[src/rtl/input_event_controller_pkg.sv]
// Event codes, drain FSM states and helpers shared by the front-panel input controller.
// Codes are 1-based; pending bit (code-1) holds code.
package input_event_controller_pkg;

  localparam int unsigned CODE_W = 4;

  localparam logic [CODE_W-1:0] EV_NONE        = 4'd0;
  localparam logic [CODE_W-1:0] EV_CON_PRESS   = 4'd1;
  localparam logic [CODE_W-1:0] EV_CON_RELEASE = 4'd2;
  localparam logic [CODE_W-1:0] EV_PSH_PRESS   = 4'd3;
  localparam logic [CODE_W-1:0] EV_PSH_RELEASE = 4'd4;
  localparam logic [CODE_W-1:0] EV_BAK_PRESS   = 4'd5;
  localparam logic [CODE_W-1:0] EV_BAK_RELEASE = 4'd6;
  localparam logic [CODE_W-1:0] EV_ENC_CW      = 4'd7;
  localparam logic [CODE_W-1:0] EV_ENC_CCW     = 4'd8;

  typedef enum logic {
    IDLE  = 1'b0,
    DRAIN = 1'b1
  } drain_state_t;

  // Lowest set pending bit wins, so simultaneous events drain in code order.
  function automatic logic [CODE_W-1:0] lowest_code(input logic [7:0] pending);
    lowest_code = EV_NONE;
    for (int i = 7; i >= 0; i--) begin
      if (pending[i]) lowest_code = CODE_W'(i + 1);
    end
  endfunction

endpackage

[src/rtl/input_event_controller_debouncer.sv]
// Per-pin 2-flop synchroniser and tick-sampled debouncer with 1-cycle rise/fall pulses.
// Idle level is high, so releasing reset never produces a pulse.
module input_event_controller_debouncer #(
  parameter int unsigned DEBOUNCE_COUNT = 4
) (
  input  logic clk,
  input  logic nreset,
  input  logic tick,
  input  logic in,
  output logic stable,
  output logic rise,
  output logic fall
);

  localparam logic [3:0] CNT_LAST = 4'(DEBOUNCE_COUNT - 1);

  logic [1:0] sync;
  logic [3:0] cnt;

  always_ff @(posedge clk or negedge nreset) begin
    if (!nreset) begin
      sync   <= 2'b11;
      stable <= 1'b1;
      cnt    <= 4'd0;
      rise   <= 1'b0;
      fall   <= 1'b0;
    end else begin
      sync <= {sync[0], in};
      rise <= 1'b0;
      fall <= 1'b0;
      if (tick) begin
        if (sync[1] == stable) begin
          cnt <= 4'd0;
        end else if (cnt == CNT_LAST) begin
          stable <= sync[1];
          cnt    <= 4'd0;
          rise   <= sync[1];
          fall   <= ~sync[1];
        end else begin
          cnt <= cnt + 4'd1;
        end
      end
    end
  end

endmodule

[src/rtl/input_event_controller.sv]
// Front-panel scanner: debounced buttons and encoder become event codes queued in a FWFT FIFO.
//   state | meaning
//   IDLE  | no pending events
//   DRAIN | pushing the lowest pending code into the FIFO, one per clk
module input_event_controller
  import input_event_controller_pkg::*;
#(
  parameter int unsigned SCAN_BITS       = 16,
  parameter int unsigned DEBOUNCE_COUNT  = 4,
  parameter int unsigned FIFO_DEPTH_BITS = 3
) (
  input  logic       clk,
  input  logic       nreset,
  input  logic       con_button,
  input  logic       psh_button,
  input  logic       bak_button,
  input  logic       tra,
  input  logic       trb,
  input  logic       rd,
  input  logic       clr_overflow,
  input  logic       irq_enable,
  output logic [7:0] data_out,
  output logic       event_valid,
  output logic       irq,
  output logic       overflow
);

  localparam int unsigned DEPTH = 1 << FIFO_DEPTH_BITS;

  logic [SCAN_BITS-1:0] tick_cnt;
  logic                 tick;

  always_ff @(posedge clk or negedge nreset) begin
    if (!nreset) tick_cnt <= '0;
    else         tick_cnt <= tick_cnt - SCAN_BITS'(1);
  end

  assign tick = (tick_cnt == '0);

  logic [4:0] pin_raw, pin_stable, pin_rise, pin_fall;
  assign pin_raw = {trb, tra, bak_button, psh_button, con_button};

  for (genvar g = 0; g < 5; g++) begin : g_deb
    input_event_controller_debouncer #(
      .DEBOUNCE_COUNT(DEBOUNCE_COUNT)
    ) u_deb (
      .clk   (clk),
      .nreset(nreset),
      .tick  (tick),
      .in    (pin_raw[g]),
      .stable(pin_stable[g]),
      .rise  (pin_rise[g]),
      .fall  (pin_fall[g])
    );
  end

  logic unused_edges;
  assign unused_edges = ^{pin_fall[4:3], pin_rise[4], pin_stable[3:0]};

  // Encoder counts only on the TRA rising edge; TRB level selects direction.
  logic [7:0] ev;
  assign ev = {pin_rise[3] & pin_stable[4],
               pin_rise[3] & ~pin_stable[4],
               pin_rise[2], pin_fall[2],
               pin_rise[1], pin_fall[1],
               pin_rise[0], pin_fall[0]};

  drain_state_t      state;
  logic [7:0]        pending, clr_mask;
  logic [CODE_W-1:0] head_code, push_code;
  logic              push_vld;

  assign head_code = lowest_code(pending);

  always_comb begin
    clr_mask = 8'h00;
    if (state == DRAIN && pending != 8'h00) clr_mask = 8'(1) << (head_code - 4'd1);
  end

  always_ff @(posedge clk or negedge nreset) begin
    if (!nreset) begin
      state     <= IDLE;
      pending   <= 8'h00;
      push_vld  <= 1'b0;
      push_code <= EV_NONE;
    end else begin
      pending  <= (pending & ~clr_mask) | ev;
      push_vld <= 1'b0;
      case (state)
        IDLE: begin
          if (pending != 8'h00) state <= DRAIN;
        end
        DRAIN: begin
          if (pending != 8'h00) begin
            push_vld  <= 1'b1;
            push_code <= head_code;
          end else begin
            state <= IDLE;
          end
        end
        default: state <= IDLE;
      endcase
    end
  end

  logic [FIFO_DEPTH_BITS:0] wr_ptr, rd_ptr;
  logic [CODE_W-1:0]        mem [DEPTH];
  logic                     empty, full, pop, wr_en, drop;

  assign empty = (wr_ptr == rd_ptr);
  assign full  = (wr_ptr[FIFO_DEPTH_BITS] != rd_ptr[FIFO_DEPTH_BITS]) &&
                 (wr_ptr[FIFO_DEPTH_BITS-1:0] == rd_ptr[FIFO_DEPTH_BITS-1:0]);
  assign pop   = rd && event_valid && !empty;
  assign wr_en = push_vld && (!full || pop);
  assign drop  = push_vld && full && !pop;

  always_ff @(posedge clk) begin
    if (wr_en) mem[wr_ptr[FIFO_DEPTH_BITS-1:0]] <= push_code;
  end

  always_ff @(posedge clk or negedge nreset) begin
    if (!nreset) begin
      wr_ptr      <= '0;
      rd_ptr      <= '0;
      event_valid <= 1'b0;
      data_out    <= 8'h00;
      overflow    <= 1'b0;
    end else begin
      if (wr_en) wr_ptr <= wr_ptr + 1'b1;
      if (pop)   rd_ptr <= rd_ptr + 1'b1;
      event_valid <= !empty;
      data_out    <= empty ? 8'h00 : {{(8 - CODE_W){1'b0}}, mem[rd_ptr[FIFO_DEPTH_BITS-1:0]]};
      if (drop)              overflow <= 1'b1;
      else if (clr_overflow) overflow <= 1'b0;
    end
  end

  assign irq = event_valid & irq_enable;

endmodule
[config.mk]
export PLATFORM = sky130hd
export DESIGN_NAME = input_event_controller
export DESIGN_NICKNAME = d
export VERILOG_FILES = /design/src/rtl/input_event_controller_pkg.sv /design/src/rtl/input_event_controller_debouncer.sv /design/src/rtl/input_event_controller.sv
export SDC_FILE = /design/constraint.sdc
export NUM_CORES = 1
export LEC_CHECK = 0
export CAP_MARGIN = 10
export CORE_MARGIN = 2
export CORE_UTILIZATION = 65
export DETAILED_ROUTE_END_ITERATION = 16
export PLACE_DENSITY = 0.89
export REMOVE_ABC_BUFFERS = 1
export SLEW_MARGIN = 20
export SYNTH_ARGS = -nofsm -noshare
export SYNTH_HDL_FRONTEND = slang
export SYNTH_HIERARCHICAL = 1
export SYNTH_SLANG_ARGS = --single-unit
[constraint.sdc]
create_clock -name clk -period 7.2 [get_ports clk]
set_input_delay 1.44 -clock clk [delete_from_list [all_inputs] [get_ports clk]]
set_output_delay 1.44 -clock clk [all_outputs]
set_load 0.01 [all_outputs]
==> results of run 1 <==
[layer usage]
metal  GRT usage, %  vias up  share of wire (%)
li1               -     1414                  -
met1           30.1     1575                 37
met2           45.5      131                 55
met3           7.00       30                4.5
met4           11.8        0                2.9
met5              0        -                  0
[registers in the layout, summed over array words and instances (netlist names)]
| signal | flops |
|---|---|
| tick_cnt | 16 |
| push_vld | 1 |
| wr_ptr | 4 |
| mem | 32 |
| state | 1 |
| pending | 8 |
| data_out | 4 |
| g_deb.u_deb/sync | 10 |
| push_code | 4 |
| g_deb.u_deb/fall | 3 |
| rd_ptr | 4 |
| g_deb.u_deb/rise | 4 |
| overflow | 1 |
| event_valid | 1 |
| g_deb.u_deb/cnt | 20 |
| g_deb.u_deb/stable | 5 |
[path summary, 6_finish.rpt]
check / from / depth (start not counted) / end / slack [ns]
max in group asynchronous: nreset / 1 / g_deb[0].u_deb/cnt[1]$_DFFE_PN0P_ / 5.67
min in group asynchronous: nreset / 1 / rd_ptr[1]$_DFFE_PN0P_ / 0.94
worst max-delay path: irq_enable / 3 / irq / 3.24
worst min register to register: g_deb[3].u_deb/sync[0]$_DFF_PN1_ / 0 / g_deb[3].u_deb/sync[1]$_DFF_PN1_ / 0.36
worst min-delay path: g_deb[3].u_deb/sync[0]$_DFF_PN1_ / 0 / g_deb[3].u_deb/sync[1]$_DFF_PN1_ / 0.36
worst max register to register: tick_cnt[3]$_DFF_PN0_ / 7 / g_deb[4].u_deb/cnt[0]$_DFFE_PN0P_ / 4.78
[layout make-up]
| cell class | count | area share [%] |
|---|---|---|
| Tap cell | 102 | 2.16 |
| Sequential cell | 118 | 53.0 |
| Multi-Input combinational cell | 231 | 31.7 |
| Clock buffer | 20 | 7.36 |
| Timing Repair Buffer | 17 | 2.86 |
| Inverter | 17 | 1.08 |
| Clock inverter | 12 | 1.86 |
[power by group]
| part | switching [mW] | total, mW | internal (mW) |
|---|---|---|---|
| combinational | 0.0727 | 0.160 | 0.0876 |
| clock | 0.286 | 0.780 | 0.493 |
| sequential | 0.0497 | 0.762 | 0.712 |
[stage by stage]
step / instance area [µm²] / worst slack, ns / std cells / hold slack (ns) / utilization (%)
after floorplan: 5070 / 4.01 / 366 / 0.345 / -
after global placement: 5360 / 3.23 / 485 / 0.346 / 69.8
after detailed placement: 5360 / 3.24 / 485 / 0.347 / 69.8
after CTS: 5910 / 3.24 / 517 / 0.355 / 76.9
after global routing: 5910 / 3.23 / 517 / 0.356 / 76.9
final: 5910 / 3.24 / 517 / 0.355 / 76.9
[worst max-delay path: stages]
cell and delay (ns):
clkdlybuf4s50_1 0.44, and2_1 0.11, clkdlybuf4s50_1 0.52
==> impl_metrics.xml, run 1 <==
<?xml version="1.0" encoding="UTF-8"?>
<metrics>
  <group name="grt">
    <metric name="grt_first_pass_wirelength" unit="µm">16800</metric>
    <metric name="grt_pass1_vias" unit="">3329</metric>
    <metric name="gr-usage-all-layers" unit="%">26.1</metric>
    <metric name="total_congestion_overflow_after_global_routing" unit="">0</metric>
    <metric name="antenna_found_initial" unit="">0</metric>
    <metric name="grt_start_max_net_pins" unit="">87</metric>
  </group>
  <group name="sta">
    <metric name="finalSetupViolations" unit="">0</metric>
    <metric name="slew_violations" unit="">0</metric>
    <metric name="fin_tns_setup" unit="ns">0</metric>
    <metric name="worstMarginPinSlew" unit="ns">0.786</metric>
    <metric name="layout_worst_path_cycle_share" unit="%">54.9</metric>
    <metric name="max_freq" unit="MHz">253</metric>
    <metric name="slew-limit-headroom" unit="%">47.6</metric>
    <metric name="min_period" unit="ns">3.96</metric>
    <metric name="number_of_hold_slack_violations_in_the_final_timing_report" unit="">0</metric>
    <metric name="fin_skew" unit="ns">0.00922</metric>
    <metric name="grt_setup_unrepaired" unit="">no</metric>
  </group>
  <group name="layout">
    <metric name="num_antenna_cells" unit="">0</metric>
    <metric name="n_fill_cell" unit="">444</metric>
    <metric name="nets" unit="">420</metric>
    <metric name="mostFrequentLayoutCells" unit="">dfrtp_1, edfxtp_1, nand2_1</metric>
    <metric name="commonest_non_fill_non_tap_cell_in_the_layout" unit="">dfrtp_1</metric>
    <metric name="regArea" unit="µm²">3130</metric>
    <metric name="area_growth" unit="%">15.2</metric>
    <metric name="layout-drive-gt1-share" unit="%">19.0</metric>
    <metric name="multiInputGateArea" unit="µm²">1880</metric>
  </group>
  <group name="route">
    <metric name="detail-route-antenna-nets" unit="">0</metric>
    <metric name="avgViaCountPerCell" unit="">6.09</metric>
    <metric name="avgRoutedWirePerCell" unit="µm">19.6</metric>
    <metric name="remaining_routing_drc_violations" unit="">0</metric>
    <metric name="route.vias.total" unit="">3150</metric>
    <metric name="drt_iter0_markers" unit="">236</metric>
    <metric name="drt-pass1-iter-count" unit="">4</metric>
    <metric name="route.final.wire_length" unit="µm">10100</metric>
  </group>
  <group name="status">
    <metric name="outcome" unit="">complete, no violations</metric>
  </group>
  <group name="flow_run">
    <metric name="max_cap_viol_count" unit="">0</metric>
  </group>
  <group name="place">
    <metric name="io_buffer_count" unit="">16</metric>
    <metric name="place_congestion" unit="">0.823</metric>
    <metric name="place_hpwl" unit="µm">6040</metric>
  </group>
  <group name="power">
    <metric name="power" unit="mW">1.70</metric>
    <metric name="vdd_drop_max" unit="µV">240</metric>
    <metric name="power.density" unit="nW/µm²">288</metric>
    <metric name="power.leakage" unit="nW">2.53</metric>
  </group>
  <group name="clock_network">
    <metric name="cts.repair.resized" unit="">0</metric>
    <metric name="clkSinkCount" unit="">118</metric>
    <metric name="cts_post_setup_buffers_inserted" unit="">0</metric>
    <metric name="clock_latency" unit="ns">0.51</metric>
    <metric name="clock_buffer_count_from_cts" unit="">17</metric>
    <metric name="tritoncts" unit="">built</metric>
    <metric name="cts_hold_buf" unit="">0</metric>
    <metric name="cts.path.max_buffers" unit="">2</metric>
    <metric name="cts_htree_levels" unit="">4</metric>
    <metric name="clock-root-buffer" unit="">clkbuf_8</metric>
    <metric name="cts.clk_slew.worst_paths" unit="ns">0.05</metric>
  </group>
  <group name="floorplan">
    <metric name="area_enclosed_by_the_die_boundary" unit="µm²">8620</metric>
    <metric name="die_x" unit="µm">92.9</metric>
    <metric name="io_pins" unit="">21</metric>
    <metric name="die_height" unit="µm">92.9</metric>
    <metric name="floorplan.core_area" unit="µm²">7690</metric>
    <metric name="row_count" unit="">32</metric>
    <metric name="initial_utilization" unit="%">66.8</metric>
  </group>
  <group name="critical_path">
    <metric name="critical_path_start_end_classification" unit="">in -&gt; out</metric>
    <metric name="timing.critical_path.to_type" unit="">output pin</metric>
    <metric name="cp.required" unit="ns">5.76</metric>
    <metric name="critPathMaxFanout" unit="">1</metric>
    <metric name="critPathArrivalTime" unit="ns">2.52</metric>
    <metric name="worstSetupStartpointType" unit="">input pin</metric>
  </group>
  <group name="yosys">
    <metric name="netlist_instances" unit="">373</metric>
    <metric name="ys.warnings.count" unit="">6</metric>
    <metric name="mean_instance_size_in_the_synthesized_netlist" unit="µm²">13.8</metric>
    <metric name="post_synthesis_cell_area" unit="µm²">5130</metric>
  </group>
  <group name="hold_path">
    <metric name="holdCritPathClass" unit="">reg -&gt; reg</metric>
  </group>
</metrics>
Note: power is estimated with default switching activity, not from simulation.
==> run 2: changes to the inputs <==
--- a/config.mk
+++ b/config.mk
@@ -7,9 +7,9 @@
 export LEC_CHECK = 0
 export CAP_MARGIN = 10
 export CORE_MARGIN = 2
-export CORE_UTILIZATION = 65
+export CORE_UTILIZATION = 54
 export DETAILED_ROUTE_END_ITERATION = 16
-export PLACE_DENSITY = 0.89
+export PLACE_DENSITY = 0.8
 export REMOVE_ABC_BUFFERS = 1
 export SLEW_MARGIN = 20
 export SYNTH_ARGS = -nofsm -noshare
==> constraint.sdc (replaced) <==
create_clock -name clk -period 3.24 [get_ports clk]
set_input_delay 0.648 -clock clk [delete_from_list [all_inputs] [get_ports clk]]
set_output_delay 0.648 -clock clk [all_outputs]
set_load 0.01 [all_outputs]
==> run 2 against run 1 <==
Compared with the run above: global-route usage is 6.3 points lower; utilization fell by 11 points; sequential power rose by 120%; non-clock buffer count up 1; setup slack got worse by 2.4 ns; die area increased by 19%; critical path type unchanged; largest power group unchanged; highest routed layer unchanged.
==> impl_metrics.xml, run 2 (synthesized netlist as in run 1, its figures left out) <==
<?xml version="1.0" encoding="UTF-8"?>
<metrics>
  <group name="critical_path">
    <metric name="crit_slowest_cell" unit="">clkdlybuf4s50_1</metric>
    <metric name="worstSetupStartpointType" unit="">input pin</metric>
    <metric name="critical_path.endpoint" unit="">irq</metric>
    <metric name="maximum_single_stage_delay_on_the_critical_path" unit="ns">0.52</metric>
    <metric name="critical_path_start_end_classification" unit="">in -&gt; out</metric>
    <metric name="timing.critical_path.max_delay_family" unit="">buffers and inverters</metric>
    <metric name="cp-startpoint" unit="">irq_enable</metric>
    <metric name="worstRegToRegCells" unit="">4</metric>
    <metric name="cp.depth" unit="">3</metric>
    <metric name="critical_path.cell_chain" unit="">clkdlybuf4s50_1, and2_1, clkdlybuf4s50_1</metric>
    <metric name="worst_r2r_endpoint" unit="">mem[0][0]$_DFFE_PP_</metric>
    <metric name="cp_num_buf_inv" unit="">2</metric>
    <metric name="timing.critical_path.to_type" unit="">output pin</metric>
    <metric name="cp.required" unit="ns">2.59</metric>
    <metric name="critPathMaxFanout" unit="">1</metric>
    <metric name="reg2reg_slack" unit="ns">1.00</metric>
    <metric name="critPathArrivalTime" unit="ns">1.74</metric>
    <metric name="r2r_startpoint" unit="">rd_ptr[1]$_DFFE_PN0P_</metric>
    <metric name="crit_path_frequent_cell" unit="">clkdlybuf4s50_1</metric>
  </group>
  <group name="sta">
    <metric name="worst_slack" unit="ns">0.855</metric>
    <metric name="number_of_hold_slack_violations_in_the_final_timing_report" unit="">0</metric>
    <metric name="worstMarginPinSlew" unit="ns">0.768</metric>
    <metric name="min_period" unit="ns">2.39</metric>
    <metric name="layout_worst_path_cycle_share" unit="%">73.6</metric>
    <metric name="slew_violations" unit="">0</metric>
    <metric name="slew-limit-headroom" unit="%">48.8</metric>
    <metric name="fin_skew" unit="ns">0.00477</metric>
    <metric name="finalSetupViolations" unit="">0</metric>
    <metric name="fin_tns_setup" unit="ns">0</metric>
    <metric name="max_freq" unit="MHz">419</metric>
    <metric name="grt_setup_unrepaired" unit="">no</metric>
  </group>
  <group name="floorplan">
    <metric name="area_enclosed_by_the_die_boundary" unit="µm²">10300</metric>
    <metric name="io_pins" unit="">21</metric>
    <metric name="die_x" unit="µm">101</metric>
    <metric name="row_count" unit="">35</metric>
    <metric name="floorplan.core_area" unit="µm²">9240</metric>
    <metric name="die_height" unit="µm">101</metric>
    <metric name="initial_utilization" unit="%">55.5</metric>
  </group>
  <group name="power">
    <metric name="vdd_drop_max" unit="µV">413</metric>
    <metric name="power.leakage" unit="nW">2.58</metric>
    <metric name="power.density" unit="nW/µm²">678</metric>
  </group>
  <group name="route">
    <metric name="drt_iter0_markers" unit="">137</metric>
    <metric name="drt-pass1-iter-count" unit="">6</metric>
    <metric name="detail-route-antenna-nets" unit="">0</metric>
    <metric name="avgViaCountPerCell" unit="">5.49</metric>
    <metric name="avgRoutedWirePerCell" unit="µm">16.1</metric>
    <metric name="route.vias.total" unit="">2990</metric>
    <metric name="route.final.wire_length" unit="µm">8800</metric>
    <metric name="remaining_routing_drc_violations" unit="">0</metric>
  </group>
  <group name="grt">
    <metric name="grt_pass1_vias" unit="">3138</metric>
    <metric name="gr-usage-all-layers" unit="%">19.8</metric>
    <metric name="grt_first_pass_wirelength" unit="µm">15400</metric>
    <metric name="antenna_found_initial" unit="">0</metric>
    <metric name="total_congestion_overflow_after_global_routing" unit="">0</metric>
    <metric name="grt_start_max_net_pins" unit="">87</metric>
  </group>
  <group name="clock_network">
    <metric name="cts_post_setup_buffers_inserted" unit="">0</metric>
    <metric name="clock-root-buffer" unit="">clkbuf_8</metric>
    <metric name="cts.path.max_buffers" unit="">2</metric>
    <metric name="tritoncts" unit="">built</metric>
    <metric name="clock_latency" unit="ns">0.51</metric>
    <metric name="cts.clk_slew.worst_paths" unit="ns">0.06</metric>
    <metric name="clkSinkCount" unit="">118</metric>
    <metric name="clock_buffer_count_from_cts" unit="">17</metric>
    <metric name="cts.repair.resized" unit="">0</metric>
    <metric name="cts_hold_buf" unit="">0</metric>
    <metric name="cts_htree_levels" unit="">4</metric>
  </group>
  <group name="place">
    <metric name="place_hpwl" unit="µm">5320</metric>
    <metric name="post_dp_cell_area" unit="µm²">5410</metric>
    <metric name="io_buffer_count" unit="">16</metric>
    <metric name="dp_slack" unit="ns">0.728</metric>
    <metric name="place_congestion" unit="">0.797</metric>
    <metric name="post-place-cells" unit="">513</metric>
  </group>
  <group name="layout">
    <metric name="largest_reg_flops" unit="">32</metric>
    <metric name="commonest_non_fill_non_tap_cell_in_the_layout" unit="">dfrtp_1</metric>
    <metric name="layoutNonFillerInstCount" unit="">545</metric>
    <metric name="final_core_util" unit="%">65.7</metric>
    <metric name="area_growth" unit="%">18.2</metric>
    <metric name="mostFrequentLayoutCells" unit="">dfrtp_1, edfxtp_1, nand2_1</metric>
    <metric name="nets" unit="">421</metric>
    <metric name="layout-drive-gt1-share" unit="%">20.2</metric>
    <metric name="num_antenna_cells" unit="">0</metric>
    <metric name="n_fill_cell" unit="">629</metric>
    <metric name="final_cell_area" unit="µm²">6070</metric>
  </group>
  <group name="flow_run">
    <metric name="max_cap_viol_count" unit="">0</metric>
  </group>
  <group name="status">
    <metric name="outcome" unit="">complete, no violations</metric>
  </group>
  <group name="hold_path">
    <metric name="holdCritPathClass" unit="">in -&gt; async</metric>
  </group>
</metrics>
==> run 2: changes by cell type in the layout (fill, tap and decap cells not counted), sizes merged <==
cell / delta
clkinv: -5
bufinv: +4
clkinvlp: +3
clkbuf: -2
buf: +1
==> run 2: metrics by stage <==
step / hold WS [ns] / power (mW)
6_report: 0.164 / 4.11
3_3_place_gp: 0.346 / 2.06
2_1_floorplan: 0.345 / 1.93
4_1_cts: 0.355 / 4.16
5_1_grt: 0.206 / 4.29
3_5_place_dp: 0.347 / 2.08
==> run 2: report_power, final <==
group,switching [mW],internal (mW)
logic,0.189,0.202
clock network,0.649,1.42
registers,0.0743,1.58
==> run 2: layout make-up <==
type	instances	area (µm²)	area share, %
repair buffers	18	176	2.91
inverters	17	63.8	1.05
well taps	129	161	2.66
flip-flops and latches	118	3130	51.6
clock buffers	18	428	7.05
multi-input cells	231	1880	30.9
clock inverters	14	230	3.79
==> run 2: worst register-to-register path: cells and delay by family (launching register included) <==
family,cells,cell delay (ns)
compound gates,1,0.10
xor+xnor,1,0.28
flops,1,0.71
simple gates,2,0.78
==> run 2: worst min-delay path by stage <==
stage                     cells after the start                              from                                to
after global routing                          1                            nreset             rd_ptr[0]$_DFFE_PN0P_
after global placement                        0  g_deb[1].u_deb/sync[0]$_DFF_PN1_  g_deb[1].u_deb/sync[1]$_DFF_PN1_
after floorplan                               0                            nreset             data_out[0]$_DFF_PN0_
final                                         1                            nreset             rd_ptr[0]$_DFFE_PN0P_
after CTS                                     0  g_deb[1].u_deb/sync[0]$_DFF_PN1_  g_deb[1].u_deb/sync[1]$_DFF_PN1_
after detailed placement                      0  g_deb[1].u_deb/sync[0]$_DFF_PN1_  g_deb[1].u_deb/sync[1]$_DFF_PN1_
==> run 2: layer usage <==
layer | GRT usage [%] | routed length [µm]
met1 | 24.4 | 3750
met2 | 33.1 | 4590
met3 | 6.00 | 305
met4 | 7.90 | 156
met5 | 0 | 0
